**config.mk**
```make
export PLATFORM = sky130hd
export DESIGN_NAME = chan_arb_fifo
export DESIGN_NICKNAME = d
export VERILOG_FILES = /design/src/rtl/chan_arb_fifo.sv
export SDC_FILE = /design/constraint.sdc
export NUM_CORES = 1
export LEC_CHECK = 0
export CORE_MARGIN = 3
export CORE_UTILIZATION = 30
export CTS_CLUSTER_SIZE = 30
export DETAILED_ROUTE_END_ITERATION = 10
export PLACE_DENSITY = 0.53
export SLEW_MARGIN = 25
export SYNTH_ARGS = -nofsm -noshare
export SYNTH_HDL_FRONTEND = slang
export SYNTH_SLANG_ARGS = --single-unit
```
**constraint.sdc**
```tcl
create_clock -name clk -period 2.4 [get_ports clk]
set_input_delay 0.36 -clock clk [delete_from_list [all_inputs] [get_ports clk]]
set_output_delay 0.36 -clock clk [all_outputs]
set_load 0.1 [all_outputs]
```
**src/rtl/chan_arb_fifo.sv**
```systemverilog
// chan_arb_fifo: NCHAN independent FIFOs (DEPTH words each) feeding one
// registered output through an arbiter.
//
// Build option: define CHAN_ARB_FIFO_RR_EN for round-robin arbitration
// (search restarts just after the last granted channel). Left undefined,
// the lowest-indexed non-empty channel always wins and there is no
// arbiter pointer state.
//
// Handshake rule (both sides): a word crosses an interface at a rising
// edge where valid and ready are both 1. in_ready depends only on
// registered state (ready_en and the channel count), never on out_ready
// or in_valid. out_valid/out_data/out_chan come straight from flops and
// hold steady while out_valid=1 and out_ready=0.
`timescale 1ns/1ps
module chan_arb_fifo #(
  parameter int INWIDTH = 8,
  parameter int DEPTH   = 4,
  parameter int NCHAN   = 2
) (
  input  logic                                        clk,
  input  logic                                        rst_n,
  input  logic [NCHAN*INWIDTH-1:0]                    in_data,
  input  logic [NCHAN-1:0]                            in_valid,
  output logic [NCHAN-1:0]                            in_ready,
  output logic [INWIDTH-1:0]                          out_data,
  output logic [((NCHAN > 1) ? $clog2(NCHAN) : 1)-1:0] out_chan,
  output logic                                        out_valid,
  input  logic                                        out_ready
);

  localparam int CW = (NCHAN > 1) ? $clog2(NCHAN) : 1;
  localparam int AW = $clog2(DEPTH);
  localparam logic [AW:0] FULL_CNT = (AW+1)'(DEPTH);

  // Input side is held off until the first edge after reset release.
  logic                     ready_en;
  logic [NCHAN-1:0]         push;
  logic [NCHAN-1:0]         pop;
  logic [NCHAN-1:0]         nonempty;
  logic [NCHAN*INWIDTH-1:0] head_flat;
  logic [CW-1:0]            grant;
  logic                     any_ne;
  logic                     load;
  logic [INWIDTH-1:0]       head_sel;

  // ready_en drops asynchronously with reset and rises on the first edge after.
  always_ff @(posedge clk or negedge rst_n) begin
    if (!rst_n) begin
      ready_en <= 1'b0;
    end else begin
      ready_en <= 1'b1;
    end
  end

  // Per-channel storage, pointers and occupancy.
  for (genvar c = 0; c < NCHAN; c++) begin : g_chan
    logic [INWIDTH-1:0] mem [DEPTH];
    logic [AW-1:0]      wr_ptr;
    logic [AW-1:0]      rd_ptr;
    logic [AW:0]        count;
    logic               rdy;

    // Full is judged on the pre-edge count, so a pop on a full channel
    // does not open room for a push in the same cycle.
    assign rdy         = ready_en & (count != FULL_CNT);
    assign in_ready[c] = rdy;
    assign push[c]     = in_valid[c] & rdy;
    assign nonempty[c] = (count != '0);
    assign head_flat[c*INWIDTH +: INWIDTH] = mem[rd_ptr];

    // Storage write; contents need no reset since count gates every read.
    always_ff @(posedge clk) begin
      if (push[c]) begin
        mem[wr_ptr] <= in_data[c*INWIDTH +: INWIDTH];
      end
    end

    // Pointers wrap naturally (DEPTH is a power of two); count tracks push/pop.
    always_ff @(posedge clk or negedge rst_n) begin
      if (!rst_n) begin
        wr_ptr <= '0;
        rd_ptr <= '0;
        count  <= '0;
      end else begin
        if (push[c]) begin
          wr_ptr <= wr_ptr + AW'(1);
        end
        if (pop[c]) begin
          rd_ptr <= rd_ptr + AW'(1);
        end
        case ({push[c], pop[c]})
          2'b10:   count <= count + (AW+1)'(1);
          2'b01:   count <= count - (AW+1)'(1);
          default: count <= count;
        endcase
      end
    end
  end

`ifdef CHAN_ARB_FIFO_RR_EN
  logic [CW-1:0]    rr_ptr;
  logic [NCHAN-1:0] ne_rot;
  logic [CW-1:0]    offset;
  logic [CW:0]      gsum;
  logic [CW:0]      rr_nxt;

  // Round-robin: rotate the request vector so rr_ptr sits at bit 0, pick the
  // lowest set bit, then map the offset back to a channel number.
  always_comb begin
    ne_rot = NCHAN'({nonempty, nonempty} >> rr_ptr);
    offset = '0;
    any_ne = 1'b0;
    for (int i = 0; i < NCHAN; i++) begin
      if (!any_ne && ne_rot[i]) begin
        offset = CW'(i);
        any_ne = 1'b1;
      end
    end
    gsum = {1'b0, rr_ptr} + {1'b0, offset};
    if (gsum >= (CW+1)'(NCHAN)) begin
      gsum = gsum - (CW+1)'(NCHAN);
    end
    grant = gsum[CW-1:0];
  end

  // Next search starts one past the channel just granted, modulo NCHAN.
  always_comb begin
    rr_nxt = {1'b0, grant} + (CW+1)'(1);
    if (rr_nxt >= (CW+1)'(NCHAN)) begin
      rr_nxt = '0;
    end
  end

  // Arbiter pointer advances only when a word is actually taken.
  always_ff @(posedge clk or negedge rst_n) begin
    if (!rst_n) begin
      rr_ptr <= '0;
    end else if (load) begin
      rr_ptr <= rr_nxt[CW-1:0];
    end
  end
`else
  // Fixed priority: lowest-indexed non-empty channel wins.
  always_comb begin
    grant  = '0;
    any_ne = 1'b0;
    for (int i = 0; i < NCHAN; i++) begin
      if (!any_ne && nonempty[i]) begin
        grant  = CW'(i);
        any_ne = 1'b1;
      end
    end
  end
`endif

  // Output register takes a new word when empty or being drained this edge.
  assign load = (!out_valid || out_ready) && any_ne;

  // Pop strobe to the granted channel and mux of its head word.
  always_comb begin
    pop      = '0;
    head_sel = '0;
    for (int i = 0; i < NCHAN; i++) begin
      if (grant == CW'(i)) begin
        pop[i]   = load;
        head_sel = head_flat[i*INWIDTH +: INWIDTH];
      end
    end
  end

  // Registered output stage: load, hold under backpressure, or go idle.
  always_ff @(posedge clk or negedge rst_n) begin
    if (!rst_n) begin
      out_valid <= 1'b0;
      out_data  <= '0;
      out_chan  <= '0;
    end else if (load) begin
      out_valid <= 1'b1;
      out_data  <= head_sel;
      out_chan  <= grant;
    end else if (out_ready) begin
      out_valid <= 1'b0;
    end
  end

endmodule

```
==> impl_metrics.toml <==
[outcome]
status = "finished, final reports clean"

[cts]
htreeDepth = 3
cts_resized = 0
cts.sinks = 89
ctsHoldBuffers = 0
clock_path_buffers = 2
worstSkewPairLatency_ns = 0.33
cts_setup_buffers = 0
clockRootBuffer = "clkbuf_16"
cts_tree = "yes"
numCtsBuffers = 9
clk_pin_slew_worst_paths_ns = 0.06

[yosys]
synth_area_sq_um = 3638
yosys_warnings = 0
syn_nets = 234
yosys.cell_types.count = 34
synth_edf_count = 64
yosysMostFrequentCell = "edfxtp_1"
synth-async-reset-ratio_pct = 28.09
synth_top_area_share_pct = 52.82
ys_ff_latch = 89
synth_flop_cell = "edfxtp_1"
syn_inst = 201
synthTopCellsByCount = "edfxtp_1, dfrtp_1, mux4_2"
synth.largest_area_cell = "edfxtp_1"
synth_seq_area_share_pct = 70.01
ys_top_cells_by_area = "edfxtp_1, dfrtp_1, mux4_2"
syn_avg_cell_area_sq_um = 18.10

[final_layout]
area_growth_pct = 21.35
regArea_sq_um = 2549
fin_cells = 392
multiInputGateArea_sq_um = 980.9
nets = 277
utilization_pct = 38.02
diodes = 0
drive_gt1_share_pct = 22.89
fill_cells = 1072

[grt]
antenna_found_initial = 0
grt_pass1_vias = 1871
grt_max_degree = 26
grt_pass1_wl_microns = 10250
grtUsageTotal_pct = 10.53
grt_overflow_total = 0

[pwr]
seqPwrFrac_pct = 40.8
power.internal_mw = 3.552
total_leakage_power_nw = 1.636
p_sw_mw = 2.022
powerDensity_nw_per_um2 = 1262
pwr-share-clk_pct = 24.8
p_total_mw = 5.574
combinationalPowerShare_pct = 34.4
swShare_pct = 36.27
ir_worst_vdd_uv = 588.3

[sta]
drv_slew = 0
setup_ws_ns = 0.3097
max_slew_margin_pct = 60.56
rsz0062_at_grt = "no"
clock_skew_ns = 0.006392
tns_ns = 0
fmax_mhz = 478.4
tightest_slew_ns = 0.5876
finalCriticalPeriod_ns = 2.090
fin_crit_sh_pct = 87.10
setup_viol = 0
hold_viol_final = 0

[routing]
drcViolationCount = 0
num_vias = 1787
routedWlPerCell_microns = 16.48
drt-total-wl_microns = 6461
dr.pass1.iters = 4
first_iter_violations = 75
via_per_inst = 4.559
antenna_left = 0

[critical_path]
cp_common_cell = "inv_1"
critPathArrivalTime_ns = 2.35
crit_path_end_kind = "register"
cpPeakStageDelay_ns = 0.46
start_kind = "register"
cp_max_fo = 7
cp_slowest_cell = "o311a_1"
criticalPathCategory = "reg -> reg"
required_ns = 2.66
crit_chain = "inv_1 -> o311a_1 -> inv_1 -> ha_1 -> inv_1 -> fa_1 -> xor2_1 -> nor2_1 -> xnor2_1"

[placed_design]
gp_congestion = 0.7511
io_buffer_count = 32
hpwl_microns = 4532
dp.cells = 376
pre_cts_slack_ns = 0.1156

[job]
drv_cap = 0

[die]
start_util_pct = 31.33
fp.coreArea_sq_um = 11610
die_w_microns = 116.1
dieHeight_microns = 116.1
num_io_pins = 33
die_area_sq_um = 13490
row_count = 39

[hold_path]
hold_path_class = "in -> async"
[sequential cells by signal, indices dropped and copies added (netlist names)]
register       count
out_data           8
g_chan.mem        64
g_chan.count       6
g_chan.rd_ptr      4
out_chan           1
g_chan.wr_ptr      4
ready_en           1
out_valid          1
[worst paths after layout]
check / from / endpoint / slack (ns) / cells after the start
setup / recovery: g_chan[1].count[2] / g_chan[1].count[2] / 0.31 / 9
hold / removal: rst_n / out_data[6] / 0.39 / 2
setup reg to reg: g_chan[1].count[2] / g_chan[1].count[2] / 0.31 / 9
hold reg to reg: g_chan[0].rd_ptr[0] / g_chan[0].rd_ptr[0] / 0.50 / 1
max in group asynchronous: rst_n / out_valid / 1.73 / 2
min in group clk: g_chan[0].rd_ptr[0] / g_chan[0].rd_ptr[0] / 0.50 / 1
[area by class of cell]
| type | count | area share (%) |
|---|---|---|
| clock buffers | 10 | 5.186 |
| clock inverters | 6 | 1.530 |
| inverters | 14 | 1.190 |
| multi-input cells | 89 | 22.22 |
| flip-flops and latches | 89 | 57.72 |
| well taps | 143 | 4.052 |
| repair buffers | 41 | 8.104 |
[critical path: cells and delay by family (launching register included)]
family	cells	cell delay, ns
adders and majority gates	2	0.56
AOI/OAI and AO/OA	1	0.46
DFF	1	0.37
xor gates and xnor gates	2	0.27
buffers and inverters	3	0.24
and+or+nand+nor	1	0.11
[logic make-up after synthesis]
kind of cell               share of synthesized area (%)
buffers and inverters                              3.026
and+or+nand+nor                                    5.020
adders and majority gates                          4.539
DFF                                                70.01
xor gates and xnor gates                           2.889
AOI/OAI and AO/OA                                  3.611
other                                             0.1031
muxes                                              10.80
[power by group through the flow]
stage / combinational (mW) / sequential, mW / clock [mW]
after floorplan: 1.09 / 2.68 / 0
after global placement: 1.94 / 2.30 / 0
after detailed placement: 1.95 / 2.31 / 0
after CTS: 1.95 / 2.29 / 1.43
after global routing: 2.08 / 2.32 / 1.50
final: 1.92 / 2.27 / 1.38
[layer usage]
layer / GRT usage, % / vias to the layer above / wire [microns]
met2: 15.96 / 31 / 3060
met1: 14.48 / 900 / 3089
met5: 0 / - / 0
met3: 3.679 / 7 / 233
li1: - / 849 / -
met4: 3.016 / 0 / 78
[layout by cell type (no fill, tap or decap), types with 2 or more instances in the layout]
cell type	instances
ha_1	10
xnor2_1	8
and3_1	8
nand4_1	2
edfxtp_1	64
o311a_1	2
clkinvlp_4	2
fa_1	2
and2_1	9
mux4_2	16
a221o_1	8
mux2_2	2
buf_4	21
xor2_1	4
clkdlybuf4s50_1	20
clkbuf_16	9
nor2_1	4
inv_6	2
inv_1	14
dfrtp_1	24
[per-stage QoR]
stage | hold slack [ns] | area (sq um)
6_report | 0.3879 | 4415
2_1_floorplan | 0.06441 | 3640
3_3_place_gp | 0.4930 | 4119
5_1_grt | 0.4029 | 4415
3_5_place_dp | 0.4913 | 4119
4_1_cts | 0.3882 | 4415
Note: power is estimated with default switching activity, not from simulation.
